## config.mk

```make
export PLATFORM = sky130hd
export DESIGN_NAME = button_debounce_pulse
export DESIGN_NICKNAME = d
export VERILOG_FILES = /design/src/rtl/button_debounce_pulse_pkg.sv /design/src/rtl/button_debounce_pulse_sync_2ff.sv /design/src/rtl/button_debounce_pulse.sv
export SDC_FILE = /design/constraint.sdc
export NUM_CORES = 1
export LEC_CHECK = 0
export CAP_MARGIN = 20
export CELL_PAD_IN_SITES_DETAIL_PLACEMENT = 0
export CELL_PAD_IN_SITES_GLOBAL_PLACEMENT = 1
export CORE_AREA = 2 2 58 60
export CTS_BUF_LIST = sky130_fd_sc_hd__clkbuf_4
export DETAILED_ROUTE_END_ITERATION = 8
export DIE_AREA = 0 0 60 62
export GPL_TIMING_DRIVEN = 0
export PLACE_DENSITY = 0.74
export SLEW_MARGIN = 20
export SYNTH_ARGS = -nofsm -noshare
export SYNTH_HDL_FRONTEND = slang
export SYNTH_SLANG_ARGS = --single-unit
```

## constraint.sdc

```tcl
create_clock -name clk -period 1.8 [get_ports clk]
set_clock_uncertainty 0.05 [all_clocks]
set_input_delay 0.18 -clock clk [delete_from_list [all_inputs] [get_ports clk]]
set_output_delay 0.18 -clock clk [all_outputs]
set_load 0.01 [all_outputs]
```

## src/rtl/button_debounce_pulse_pkg.sv

```systemverilog
// Shared state encodings for switch/button conditioners.
package button_debounce_pulse_pkg;

  typedef enum logic [1:0] {
    S_IDLE      = 2'd0,
    S_PRESS_CHK = 2'd1,
    S_HELD      = 2'd2,
    S_REL_CHK   = 2'd3
  } state_t;

endpackage

```

## src/rtl/button_debounce_pulse_sync_2ff.sv

```systemverilog
// Two-flop synchronizer for a single asynchronous bit; resets to 0.
module button_debounce_pulse_sync_2ff (
  input  logic clk,
  input  logic reset,
  input  logic d,
  output logic q
);

  logic meta;

  always_ff @(posedge clk or negedge reset) begin
    if (!reset) begin
      meta <= 1'b0;
      q    <= 1'b0;
    end else begin
      meta <= d;
      q    <= meta;
    end
  end

endmodule

```

## src/rtl/button_debounce_pulse.sv

```systemverilog
// Push-button conditioner: debounced level plus one-cycle press/release pulses.
// Define DEBOUNCE_REPEAT_EN to add auto-repeat press pulses while the button is held.
//
// state       | meaning
// S_IDLE      | button released and stable
// S_PRESS_CHK | sync high, counting stable cycles before accepting press
// S_HELD      | press accepted, btn_level high
// S_REL_CHK   | sync low, counting stable cycles before accepting release
module button_debounce_pulse
  import button_debounce_pulse_pkg::*;
#(
  parameter int STABLE_CYCLES = 500000,
  parameter int CNT_W         = 20,
  parameter int REPEAT_DELAY  = 50000000,
  parameter int REPEAT_PERIOD = 10000000,
  parameter int RPT_W         = 26
) (
  input  logic clk,
  input  logic reset,
  input  logic btn_in,
  output logic btn_level,
  output logic press_pulse,
  output logic release_pulse
);

  if (STABLE_CYCLES < 2 || CNT_W < 1 || REPEAT_DELAY < 1 || REPEAT_PERIOD < 1 || RPT_W < 1)
  begin : g_param_err
    $error("button_debounce_pulse: illegal parameter combination");
  end

  localparam logic [CNT_W-1:0] CNT_LAST = CNT_W'(STABLE_CYCLES - 1);

  logic             sync;
  state_t           state, state_nxt;
  logic [CNT_W-1:0] cnt, cnt_nxt;
  logic             level_nxt, press_nxt, release_nxt;
  logic             rpt_fire;

  button_debounce_pulse_sync_2ff u_sync (
    .clk   (clk),
    .reset (reset),
    .d     (btn_in),
    .q     (sync)
  );

`ifdef DEBOUNCE_REPEAT_EN
  localparam logic [RPT_W-1:0] RPT_DELAY_LAST  = RPT_W'(REPEAT_DELAY - 1);
  localparam logic [RPT_W-1:0] RPT_PERIOD_LAST = RPT_W'(REPEAT_PERIOD - 1);

  logic [RPT_W-1:0] rpt_cnt, rpt_cnt_nxt;
  logic             rpt_first, rpt_first_nxt;

  // Repeat phase lives only while HELD with the button still down; any exit resets it.
  always_comb begin
    rpt_fire      = 1'b0;
    rpt_cnt_nxt   = '0;
    rpt_first_nxt = 1'b1;
    if (state == S_HELD && sync) begin
      if (rpt_cnt == (rpt_first ? RPT_DELAY_LAST : RPT_PERIOD_LAST)) begin
        rpt_fire      = 1'b1;
        rpt_first_nxt = 1'b0;
      end else begin
        rpt_cnt_nxt   = rpt_cnt + RPT_W'(1);
        rpt_first_nxt = rpt_first;
      end
    end
  end

  always_ff @(posedge clk or negedge reset) begin
    if (!reset) begin
      rpt_cnt   <= '0;
      rpt_first <= 1'b1;
    end else begin
      rpt_cnt   <= rpt_cnt_nxt;
      rpt_first <= rpt_first_nxt;
    end
  end
`else
  assign rpt_fire = 1'b0;
`endif

  always_ff @(posedge clk or negedge reset) begin
    if (!reset) begin
      state         <= S_IDLE;
      cnt           <= '0;
      btn_level     <= 1'b0;
      press_pulse   <= 1'b0;
      release_pulse <= 1'b0;
    end else begin
      state         <= state_nxt;
      cnt           <= cnt_nxt;
      btn_level     <= level_nxt;
      press_pulse   <= press_nxt;
      release_pulse <= release_nxt;
    end
  end

  // cnt defaults to 0 so it is cleared on every state entry and idles at 0.
  always_comb begin
    state_nxt   = state;
    cnt_nxt     = '0;
    level_nxt   = btn_level;
    press_nxt   = 1'b0;
    release_nxt = 1'b0;
    unique case (state)
      S_IDLE: begin
        if (sync) state_nxt = S_PRESS_CHK;
      end
      S_PRESS_CHK: begin
        if (!sync) begin
          state_nxt = S_IDLE;
        end else if (cnt == CNT_LAST) begin
          state_nxt = S_HELD;
          level_nxt = 1'b1;
          press_nxt = 1'b1;
        end else begin
          cnt_nxt = cnt + CNT_W'(1);
        end
      end
      S_HELD: begin
        if (!sync) state_nxt = S_REL_CHK;
        else if (rpt_fire) press_nxt = 1'b1;
      end
      S_REL_CHK: begin
        if (sync) begin
          state_nxt = S_HELD;
        end else if (cnt == CNT_LAST) begin
          state_nxt   = S_IDLE;
          level_nxt   = 1'b0;
          release_nxt = 1'b1;
        end else begin
          cnt_nxt = cnt + CNT_W'(1);
        end
      end
      default: state_nxt = S_IDLE;
    endcase
  end

endmodule
```

==> impl_metrics.yaml, run 1 <==
run_status:
  outcome: "finished clean"
power_and_ir_drop:
  power.sequential.fraction_pct: 65.7
  power.combinational.fraction_pct: 4.7
  p_sw_share_pct: 22.4
  clkPwrFrac_pct: 29.6
  net-switching-power_w: 0.000211
  cellPowerDensity_nw_per_um2: 578
  static-leakage-power_nw: 0.635
  irDropWorstVdd_uv: 449
  internal_power_w: 0.000732
worst_setup_path:
  setup.worst_path.end_class: "flop"
  reg2reg_setup_slack_ns: 0.02
  kind_of_cell_adding_the_most_delay_to_the_critical_path: "simple AND/OR/NAND/NOR gates"
  worst-setup-path-type: "reg -> reg"
  critical_path_arrival_ns: 2.00
  crit_path_start_kind: "flop"
  longest_individual_stage_delay_on_the_worst_path_ns: 0.58
  crit_slowest_cell: "or4_4"
  critical_path.cell_chain: "nand3_2, or4_4, or4_1, a21oi_1"
  timing.critical_path.required_ns: 2.02
  cp_max_fo: 5
  worstPathBufferInverterCount: 0
cells_and_area:
  layout.nets: 154
  antennaDiodeCount: 0
  drive_above_1_share_pct: 28.9
  area_growth_pct: 26.0
  final_cell_count_no_fill: 195
route:
  initialDrtViolationCount: 101
  vias_per_cell: 5.38
  antenna_left: 0
  num_vias: 1050
  wl_per_cell_um: 14.7
  number_of_detailed_route_iterations_in_the_first_pass: 4
  drt-total-wl_um: 2870
  detail_route.drc_violations: 0
floorplanning:
  fp.dieH_um: 62
  design.portCount: 6
  fp.dieArea_um2: 3720
  core_area_um2: 3180
  die_x_um: 60
  initial_utilization_pct: 40.7
  std_cell_rows: 21
global_route:
  first_global_vias: 934
  grt_use_total_pct: 16.7
  grt_antenna_before_repair: 0
  grt_start_max_net_pins: 28
  gr-total-overflow: 0
  grt_pass1_wl_um: 4620
cts:
  clock_insertion_delay_worst_skew_ns: 0.33
  tritoncts: "yes"
  cts_inserted_buffers: 3
  cts_max_level: 1
  ctsLongestPathBuffers: 2
  clock-sinks: 27
  cts-root-buf: "clkbuf_4"
  clk_pin_slew_ns: 0.15
placed_design:
  gpl.final_weighted_congestion: 0.765
  dp.cells: 177
  dp.final_hpwl_um: 1780
  portBuffers: 5
timing:
  final.period_utilization_pct: 98.8
  final_hold_viol_count: 0
  final_count_of_negative_setup_slack_endpoints: 0
  timing.max_slew.rel_slack_pct: 59.3
  totalNegativeSetupSlack_ns: 0
  maxClockFrequency_mhz: 562
  final_slew_violations: 0
  tightestPinTransition_ns: 0.610
  setup_repair_after_global_routing_missed_its_margin: "true"
  post-route-min-period_ns: 1.78
yosys:
  yosys.area.top_type: "dfrtp_1"
  netlist_top_cells_area: "dfrtp_1, xnor2_1, nor2_1, xor2_1, nand3_1"
  synth_top_cell_area_share_pct: 52.2
  synth_seq_cells: 27
  synth_nets: 130
  ys.warnings.count: 0
  mappedNetlistArea_um2: 1290
  synth_sequential_area_ratio_pct: 52.2
  synth_cell_types: 33
  netlist_instances: 126
  synth_area_per_cell_um2: 10.3
flow_run:
  max_cap_viol_count: 0
hold_path:
  hp-class: "in -> reg"
## flip-flops by register name (all words and copies together) (netlist names), named ones only
signal and count:
release_pulse 1, u_sync.meta 1, state 1, press_pulse 1, u_sync.q 1, btn_level 1, cnt 20
## worst reg2reg max path: cells and delay by family, from the launching register on
family	cells	cell delay (ns)
AO/OA/AOI/OAI	1	0.15
flip-flops	1	0.41
AND/OR/NAND/NOR	3	1.11
## Yosys cell counts (all sizes together)
master	instances
a41oi	1
buf	2
nor3b	1
xnor2	9
nor3	4
inv	5
and3	1
and4	2
nand2	6
nor4	5
clkbuf	1
xor2	5
mux2	1
nand4	6
nand3	7
a21oi	5
o221ai	1
nor4b	2
and2	2
o21ai	3
nor2	19
or3	2
ha	1
mux2i	1
nor4bb	1
or4	3
a41o	1
dfrtp	27
o31ai	2
## cell type report
type	instances	area, um^2
Fill cell	295	1550
Buffer	2	25.0
Sequential cell	27	684
Inverter	5	18.8
Clock buffer	4	30.0
Multi-Input combinational cell	92	658
Timing Repair Buffer	19	156
Tap cell	46	57.6
## cells in the final DEF (no fill, tap or decap), types with 2 or more instances in the layout
cell,count
nor4b_2,2
o31ai_1,2
nand4_1,5
nor2_1,19
xnor2_1,9
clkdlybuf4s50_1,4
xor2_1,5
clkbuf_4,4
nand3_1,6
o21ai_0,2
inv_1,5
buf_4,12
buf_6,2
or3_1,2
nand2_1,5
nor3_1,4
dfrtp_2,7
a21oi_1,4
or4_4,2
dfrtp_1,20
nor4_1,4
## path summary, 6_finish.rpt
check / startpoint / end / cells after the start
hold / removal: btn_in / u_sync.meta / 1
setup reg to reg: cnt[4] / cnt[17] / 4
max in group asynchronous: reset / cnt[9] / 2
min in group asynchronous: reset / cnt[14] / 2
setup / recovery: cnt[4] / cnt[17] / 4
hold reg to reg: u_sync.meta / u_sync.q / 0
## kinds of logic after synthesis
group	Yosys count	share of synthesized area [%]
buf+inv	8	2.71
flops	27	52.2
xor+xnor	14	9.48
mux	2	1.64
fa+ha+maj	1	0.967
compound gates	13	6.67
simple gates	61	26.3
## timing repair
| item | in CTS | in global routing |
|---|---|---|
| setup endpoints to repair | 21 | 22 |
| hold buffers | 1 | 0 |
| hold endpoints to repair | 27 | 0 |
| gates resized for setup | 12 | 12 |
| setup buffers | 10 | 3 |
| pin swaps | 6 | 3 |
| gates cloned | 0 | 1 |
## stage by stage
stage | utilization [%] | area [um^2] | total power [W] | hold slack (ns) | setup WS (ns)
detailed placement | 44.4 | 1410 | 0.000661 | 0.179 | -0.513
global route | 51.3 | 1630 | 0.000988 | 0.215 | -0.0169
finish | 51.3 | 1630 | 0.000943 | 0.232 | 0.0215
CTS | 48.7 | 1550 | 0.000955 | 0.214 | -0.00539
floorplan | - | 1310 | 0.000640 | -0.166 | 0.000282
global placement | 44.6 | 1420 | 0.000660 | 0.282 | -0.421
## per-layer routing
metal	up-vias	part of all wire (%)	global-route usage (%)
met1	523	49	25.1
met2	20	47	25.0
li1	505	-	-
met3	2	3.7	3.73
met5	-	0	0
met4	0	0.45	2.86
## power by group through the flow
stage,clock network (W),logic [W],registers [W]
6_report,0.000279,0.0000440,0.000620
2_1_floorplan,0,0.0000121,0.000628
5_1_grt,0.000316,0.0000514,0.000621
3_5_place_dp,0,0.0000318,0.000629
4_1_cts,0.000296,0.0000410,0.000618
3_3_place_gp,0,0.0000317,0.000628
Note: power is estimated with default switching activity, not from simulation.
==> run 2: changes to the inputs <==
--- a/config.mk
+++ b/config.mk
@@ -5,15 +5,16 @@
 export SDC_FILE = /design/constraint.sdc
 export NUM_CORES = 1
 export LEC_CHECK = 0
+export ABC_CLOCK_PERIOD_IN_PS = 1800
 export CAP_MARGIN = 20
 export CELL_PAD_IN_SITES_DETAIL_PLACEMENT = 0
 export CELL_PAD_IN_SITES_GLOBAL_PLACEMENT = 1
-export CORE_AREA = 2 2 58 60
+export CORE_AREA = 2 2 68 51
 export CTS_BUF_LIST = sky130_fd_sc_hd__clkbuf_4
 export DETAILED_ROUTE_END_ITERATION = 8
-export DIE_AREA = 0 0 60 62
+export DIE_AREA = 0 0 70 53
 export GPL_TIMING_DRIVEN = 0
-export PLACE_DENSITY = 0.74
+export PLACE_DENSITY = 0.75
 export SLEW_MARGIN = 20
 export SYNTH_ARGS = -nofsm -noshare
 export SYNTH_HDL_FRONTEND = slang
==> impl_metrics.yaml, run 2 (synthesis results as in run 1) <==
global_route:
  grt_pass1_wl_um: 4910
  grt_antenna_before_repair: 0
  grt_start_max_net_pins: 28
  gr-total-overflow: 0
  grt_use_total_pct: 17.3
  first_global_vias: 968
floorplanning:
  fp.dieArea_um2: 3710
  fp.dieH_um: 53
  std_cell_rows: 17
  initial_utilization_pct: 42.8
  core_area_um2: 3020
  design.portCount: 6
  die_x_um: 70
worst_setup_path:
  worst-setup-path-type: "reg -> reg"
  crit_path_start_kind: "flop"
  crit_slowest_cell: "or4_4"
  worstPathBufferInverterCount: 0
  worst_r2r_startpoint: "cnt[1]"
  critical_path.cell_chain: "nand2_2, or4_4, or4_1, a21oi_1"
  worstSetupStartpoint: "cnt[1]"
  kind_of_cell_adding_the_most_delay_to_the_critical_path: "simple AND/OR/NAND/NOR gates"
  longest_individual_stage_delay_on_the_worst_path_ns: 0.58
  critical_path_arrival_ns: 2.01
  timing.critical_path.required_ns: 2.01
  setup.worst_path.end_class: "flop"
  rr_worst_depth: 4
  cp_max_fo: 5
  rr_endpoint: "cnt[19]"
  reg2reg_setup_slack_ns: -0.0005
hold_path:
  min_path_cells: 1
  end_point_of_the_most_critical_hold_path: "u_sync.meta"
  min_from: "btn_in"
  hp-class: "in -> reg"
cts:
  cts_inserted_buffers: 3
  cts_max_level: 1
  tritoncts: "yes"
  clock_insertion_delay_worst_skew_ns: 0.33
  clk_pin_slew_ns: 0.13
  ctsLongestPathBuffers: 2
  cts-root-buf: "clkbuf_4"
  clock-sinks: 27
cells_and_area:
  area_growth_pct: 24.0
  fillers: 285
  mostFrequentLayoutCell: "dfrtp_1"
  register_area_um2: 683
  multi_input_area_um2: 664
  layout.nets: 152
  most_frequent_cells_in_the_layout: "dfrtp_1, nor2_1, buf_4"
  drive_above_1_share_pct: 27.9
  antennaDiodeCount: 0
  largest_register_ffs: 20
  max_flop_register: "cnt"
route:
  initialDrtViolationCount: 48
  vias_per_cell: 5.63
  number_of_detailed_route_iterations_in_the_first_pass: 4
  wl_per_cell_um: 15.2
  drt-total-wl_um: 2810
  detail_route.drc_violations: 0
  num_vias: 1042
  antenna_left: 0
placed_design:
  gpl.final_weighted_congestion: 0.802
  dp.final_hpwl_um: 1750
  place_worst_setup_slack_ns: -0.463
  portBuffers: 5
timing:
  tightestPinTransition_ns: 0.601
  postLayoutSetupSlackWorst_ns: -0.000458
  final_slew_violations: 0
  timing.max_slew.rel_slack_pct: 59.9
  setup_repair_after_global_routing_missed_its_margin: "true"
  final.period_utilization_pct: 100
  holdWs_ns: 0.227
  final_count_of_negative_setup_slack_endpoints: 1
  post-route-min-period_ns: 1.80
  final_hold_viol_count: 0
  maxClockFrequency_mhz: 555
flow_run:
  max_cap_viol_count: 0
power_and_ir_drop:
  irDropWorstVdd_uv: 446
  static-leakage-power_nw: 0.611
  cellPowerDensity_nw_per_um2: 581
run_status:
  violations: "setup timing"
  outcome: "finished, violations left"
==> run 2: changes by cell type in the layout (fill, tap and decap cells not counted), sizes merged <==
| cell | change |
|---|---|
| buf | -1 |
| clkbuf | -1 |
==> run 2: power breakdown <==
part / total, W / internal (W) / switching, W
clock: 0.000274 / 0.000102 / 0.000172
combinational: 0.0000393 / 0.0000137 / 0.0000256
sequential: 0.000619 / 0.000612 / 0.00000638
total: 0.000932 / 0.000728 / 0.000204
==> run 2: through the flow <==
stage	cell area (um^2)	instances	setup TNS, ns	total power, W	util [%]
after floorplan	1310	126	0	0.000640	-
after global placement	1410	169	-4.74	0.000661	46.6
after detailed placement	1400	169	-4.81	0.000660	46.4
after CTS	1550	184	-0.000558	0.000946	51.2
after global routing	1600	185	-0.207	0.000981	53.1
final	1600	185	-0.000458	0.000932	53.1
==> run 2: worst max path at each step <==
| stage | endpoint | slack, ns | cells past startpoint |
|---|---|---|---|
| 3_3_place_gp | cnt[16] | -0.45 | 6 |
| 6_report | cnt[19] | -0.0005 | 4 |
| 2_1_floorplan | cnt[17] | 0.0003 | 5 |
| 4_1_cts | cnt[19] | -0.0006 | 5 |
| 5_1_grt | cnt[19] | -0.06 | 4 |
| 3_5_place_dp | cnt[5] | -0.46 | 6 |
==> run 2: routing by layer <==
| metal | global-route usage, % | vias up | wire (um) |
|---|---|---|---|
| met5 | 0 | - | 0 |
| met3 | 4.95 | 6 | 122 |
| met1 | 25.2 | 516 | 1430 |
| li1 | - | 500 | - |
| met4 | 3.53 | 0 | 25 |
| met2 | 25.7 | 20 | 1230 |
==> run 2: final cells by class <==
type | count | area share, %
Buffer | 2 | 1.40
Multi-Input combinational cell | 92 | 41.4
Inverter | 5 | 1.17
Timing Repair Buffer | 17 | 8.58
Tap cell | 38 | 2.96
Sequential cell | 27 | 42.6
Clock buffer | 4 | 1.87
==> run 2: repair_timing <==
item / 4_1_cts / 5_1_grt
hold buffers: 1 / 0
gates cloned: 1 / 0
endpoints found under the setup margin: 19 / 24
setup buffers: 10 / 1
resized for setup: 10 / 14
endpoints found under the hold margin: 27 / 0
pin swaps: 5 / 2
==> RTL change 1, RTL diff (settings of run 2) <==
`CNT_W`: 20 -> 24.
--- a/src/rtl/button_debounce_pulse.sv
+++ b/src/rtl/button_debounce_pulse.sv
@@ -11,5 +11,5 @@
 #(
   parameter int STABLE_CYCLES = 500000,
-  parameter int CNT_W         = 20,
+  parameter int CNT_W         = 24,
   parameter int REPEAT_DELAY  = 50000000,
   parameter int REPEAT_PERIOD = 10000000,
Check against the original RTL: same outputs for any inputs over 10 cycles, from zero or initial values and one cycle with reset low; that may be too few to reach the edited logic, so the function may still have changed.
==> RTL change 1 against run 2 <==
The run still ends with negative setup slack left; utilization is 13 points higher; combinational power rose by 40%; area after synthesis up 14%; sequential cell count up 4; first-iteration DRC count down 13%; via count is 18% higher; final area increased by 24%; global-route usage increased by 2.6 points; sequential share of layout area shrank 3.4 points; worst setup slack got worse by 120 ps; power up 38%; routed wire length rose by 24%; count of clock-buffer cells in the layout up 1; worst hold slack improved by 19 ps; largest cell class unchanged.
==> RTL change 1: results (changes against run 2) <==
worst-case clock buffer depth=2 (unchanged); Worst Path Arrival=2140 ps (+130 ps); worst hold slack=245.8 ps (+19.19 ps); Biggest register=cnt; status=finished, violations left; clk root buf=clkbuf_4; Leak=0.8014 nW (+31%); Post-synth top cells=dfrtp_1 (31), nor2_1 (15), a21oi_1 (10); DP HPWL=2027 um (+16%); Main synth FF type=dfrtp_1; vias per cell=5.518 (-2.0%); first-pass iteration count of the detailed router=4 (unchanged); final weighted congestion in routability-driven placement=0.8392 (+4.7%); failing checks=negative setup slack; Max IR drop VDD=0.4640 mV (+4.0%); largest net degree at the start of global routing=32 (+14%); final setup fails=12 (+11); Hold Crit Start=btn_in; drt wl/cell=15.68 um (+3.3%); Nets=187 (+23%); drt initial violations=42 (-13%); antenna violations before repair=0 (unchanged); final WL=3480 um (+24%); synthesized net count=151 (+16%); max FFs per register=24 (+20%); Buffers on Ports=5 (unchanged); R2R Path End=cnt[21]$_DFF_PN0_; R2R depth=5 (+1); Worst-Margin Slew=692.5 ps (+91.55 ps); critical path startpoint=cnt[5]$_DFF_PN0_; asr flop ratio synth=100.0% (unchanged); CTS resizes=13 (+3); CTS hold repair buffers=1 (unchanged); H-tree Lvls=2 (+1); Worst Path Max Fanout=5 (unchanged); placed cell area=1588 um^2 (+13%); Num CTS Buffers=5 (+2); vias in the first global route=1196 (+24%); register area share after synthesis=52.50% (+0.27 points); first-pass GRT wire length=5623 um (+15%); final worst slack=-119.0 ps (-118.5 ps); Overall Global Routing Usage=19.90% (+2.6 points); clock slew at reported path FFs=110 ps (-20 ps); crit-path max cell delay=560 ps (-20 ps); Synth area leaders=dfrtp_1 (52%), xnor2_1 (4.7%), nor2_1 (3.8%); slowest CP cell=or4_4; setup bufs post-CTS=14 (+4); Gate Count Post-Synth=147 (+17%); layout cells sized above 1=35.33% (+7.4 points)
[RTL change 1: worst max-delay path by stage]
stage / end
floorplan: cnt[21]$_DFF_PN0_
global placement: cnt[6]$_DFF_PN0_
detailed placement: cnt[6]$_DFF_PN0_
CTS: cnt[14]$_DFF_PN0_
global route: cnt[21]$_DFF_PN0_
finish: cnt[21]$_DFF_PN0_
[RTL change 1: per-layer routing]
metal,up-vias,global-route usage [%],wire length (um)
met2,19,31.90,1592
li1,600,-,-
met3,4,5.143,139
met1,602,26.92,1729
met5,-,0,0
met4,0,5.769,17
[RTL change 1: per-stage QoR]
step / setup TNS [ps] / setup slack, ps
floorplan: -48.83 / -14.72
global placement: -8943 / -360.5
detailed placement: -7116 / -348.2
CTS: -943.8 / -79.55
global route: -2200 / -176.9
finish: -489.1 / -119.0
[RTL change 1: layout make-up]
type / instances / area, um^2
clock buffer: 5 / 37.54
fill: 222 / 1027
clock inverter: 3 / 38.79
sequential: 31 / 782.0
multi-input combinational: 106 / 775.7
timing repair buffer: 29 / 240.2
inverter: 6 / 22.52
tap: 38 / 47.55
buffer: 4 / 48.80
[RTL change 1: power by group]
part,leakage (nW),internal [W],switching [W]
combinational,0.342,0.0000237,0.0000312
clock,0.0426,0.000286,0.000242
sequential,0.417,0.000701,0.00000437
[RTL change 1: cells by family (layout without fill, tap and decap cells)]
family / after synthesis / in the layout / synth area share (%)
and+or+nand+nor: 67 / 67 / 26.08
DFF: 31 / 31 / 52.50
muxes: 1 / 1 / 0.7620
adders and majority gates: 1 / 1 / 0.8466
xor gates and xnor gates: 12 / 12 / 7.113
AOI/OAI and AO/OA: 25 / 25 / 9.568
buffers and inverters: 10 / 47 / 3.133
==> RTL change 2, RTL diff (config.mk and constraints of run 2) <==
Made on the original files. Register the input `btn_in` before use, cleared by the reset. The logic sees it one clock later.
--- a/src/rtl/button_debounce_pulse.sv
+++ b/src/rtl/button_debounce_pulse.sv
@@ -24,4 +24,14 @@
 );
 
+  logic btn_q;
+
+  always_ff @(posedge clk or negedge reset) begin
+    if (!reset) begin
+      btn_q <= '0;
+    end else begin
+      btn_q <= btn_in;
+    end
+  end
+
   if (STABLE_CYCLES < 2 || CNT_W < 1 || REPEAT_DELAY < 1 || REPEAT_PERIOD < 1 || RPT_W < 1)
   begin : g_param_err
@@ -40,5 +50,5 @@
     .clk   (clk),
     .reset (reset),
-    .d     (btn_in),
+    .d     (btn_q),
     .q     (sync)
   );
Behaviour: same outputs for any inputs over 10 cycles, from zero or initial values and one cycle with reset low; that may be too few to reach the edited logic, so the function may still have changed.
==> RTL change 2 against run 2 <==
The run still ends with negative setup slack left; worst setup slack lost 52 ps; first-iteration DRC count increased by 15%; sequential cell count increased by 1; cell count increased by 4.3%; count of clock-buffer cells in the layout is 1 lower; largest power group unchanged; area after synthesis is 1.9% higher; power rose by 2.8%; final area increased by 5.9%; routed wire length is 6.4% higher.
==> RTL change 2: results (changes against run 2) <==
status=finished, violations left; failing checks=negative setup slack; crit-path max cell delay=600 ps (+20 ps); drt initial violations=55 (+15%); final setup fails=4 (+3); Reg-to-Reg Start=cnt[6]$_DFF_PN0_; vias per cell=5.596 (-0.65%); Leak=0.6700 nW (+9.6%); asr flop ratio synth=100.0% (unchanged); CP top delay family=simple AND/OR/NAND/NOR gates; final weighted congestion in routability-driven placement=0.7596 (-5.2%); antenna violations before repair=0 (unchanged); Nets=160 (+5.3%); clk root buf=clkbuf_4; adder-cell area share of the yosys netlist=0.9488% (-0.018 points); Synth Area in Compound Gates=6.546% (-0.13 points); drt wl/cell=15.48 um (+2.0%); Sw Share=23.32% (+1.4 points); Synth area leaders=dfrtp_1 (53%), xnor2_1 (6.0%), nor2_1 (5.4%); clock slew at reported path FFs=150 ps (+20 ps); Worst Setup Slack post-DPL=-427.5 ps (+35.05 ps); worst hold slack=214.9 ps (-11.70 ps); slowest CP cell=or4_4; Unique masters post-synth=33 (unchanged); hold path endpoint=btn_q$_DFF_PN0_; layout cells sized above 1=31.61% (+3.7 points); R2R Path End=cnt[13]$_DFF_PN0_; max FFs per register=20 (unchanged); final worst slack=-52.69 ps (-52.23 ps); R2R depth=5 (+1); DP HPWL=1715 um (-1.7%); Worst Path Arrival=2080 ps (+70 ps); Max IR drop VDD=0.5410 mV (+21%); Hold WC Path Type=in -> reg; largest net degree at the start of global routing=29 (+3.6%); vias in the first global route=977 (+0.93%); mux share of post-synthesis cell area=1.613% (-0.031 points); antenna cells=0 (unchanged); Overall Global Routing Usage=16.17% (-1.1 points); Ys Warns=0 (unchanged); first-pass GRT wire length=4595 um (-6.3%); synthesized net count=131 (+0.77%); Worst Path Max Fanout=8 (+3); register area share after synthesis=53.13% (+0.91 points); worst-case clock buffer depth=2 (unchanged); Post-synth top cells=dfrtp_1 (28), nor2_1 (19), xnor2_1 (9); Worst-Margin Slew=633.4 ps (+32.43 ps); xor/xnor share of the synthesized area=9.298% (-0.18 points)
RTL change 2: final cells by class:
cell class                 count  area (um^2)
multi-input combinational     91        660.6
fill                         270         1323
buffer                         2        22.52
clock inverter                 1        3.754
tap                           38        47.55
inverter                       5        18.77
sequential                    28        709.4
clock buffer                   3        22.52
timing repair buffer          25        212.7
RTL change 2: worst max path at each step:
stage	startpoint	end	slack, ps	cells past startpoint
2_1_floorplan	cnt[2]$_DFF_PN0_	cnt[17]$_DFF_PN0_	0.3	5
3_3_place_gp	cnt[0]$_DFF_PN0_	cnt[16]$_DFF_PN0_	-460	6
3_5_place_dp	cnt[0]$_DFF_PN0_	cnt[10]$_DFF_PN0_	-430	6
4_1_cts	cnt[0]$_DFF_PN0_	cnt[17]$_DFF_PN0_	-10	4
5_1_grt	cnt[6]$_DFF_PN0_	cnt[13]$_DFF_PN0_	-110	5
6_report	cnt[6]$_DFF_PN0_	cnt[13]$_DFF_PN0_	-50	5
RTL change 2: cells by family (layout without fill, tap and decap cells):
family / after synthesis / count (layout)
AND/OR/NAND/NOR: 61 / 61
AO/OA/AOI/OAI: 13 / 13
multiplexers: 2 / 2
adder cells (fa/ha/maj): 1 / 1
flip-flops: 28 / 28
XOR/XNOR: 14 / 14
buffers and inverters: 8 / 36
RTL change 2: layer usage:
layer	share of wire (%)	vias up	global-route usage [%]
li1	-	512	-
met1	49	546	22.69
met2	48	20	25.87
met3	3.5	2	4.571
met4	0.40	0	1.923
met5	0	-	0
RTL change 2: through the flow:
| stage | area [um^2] | setup TNS, ps | power (W) | instances |
|---|---|---|---|---|
| 2_1_floorplan | 1335 | 0 | 0.0006638 | 127 |
| 4_1_cts | 1541 | -11.97 | 0.0009598 | 182 |
| 5_1_grt | 1698 | -546.5 | 0.0009988 | 193 |
| 3_5_place_dp | 1428 | -4430 | 0.0006847 | 170 |
| 6_report | 1698 | -141.0 | 0.0009577 | 193 |
| 3_3_place_gp | 1433 | -4805 | 0.0006854 | 170 |
RTL change 2: repair_timing:
item | CTS | global route
endpoints found under the setup margin | 20 | 21
endpoints found under the hold margin | 28 | 0
buffers inserted | 8 | 10
cloned | 0 | 1
hold buffers | 1 | 0
gates resized for setup | 12 | 19
pin swaps | 4 | 10
RTL change 2: power by group through the flow:
stage,Sequential [W],Combinational [W],Clock (W)
6_report,0.000643,0.0000439,0.000271
5_1_grt,0.000644,0.0000498,0.000305
4_1_cts,0.000642,0.0000381,0.000280
3_5_place_dp,0.000653,0.0000317,0
3_3_place_gp,0.000653,0.0000329,0
2_1_floorplan,0.000652,0.0000121,0
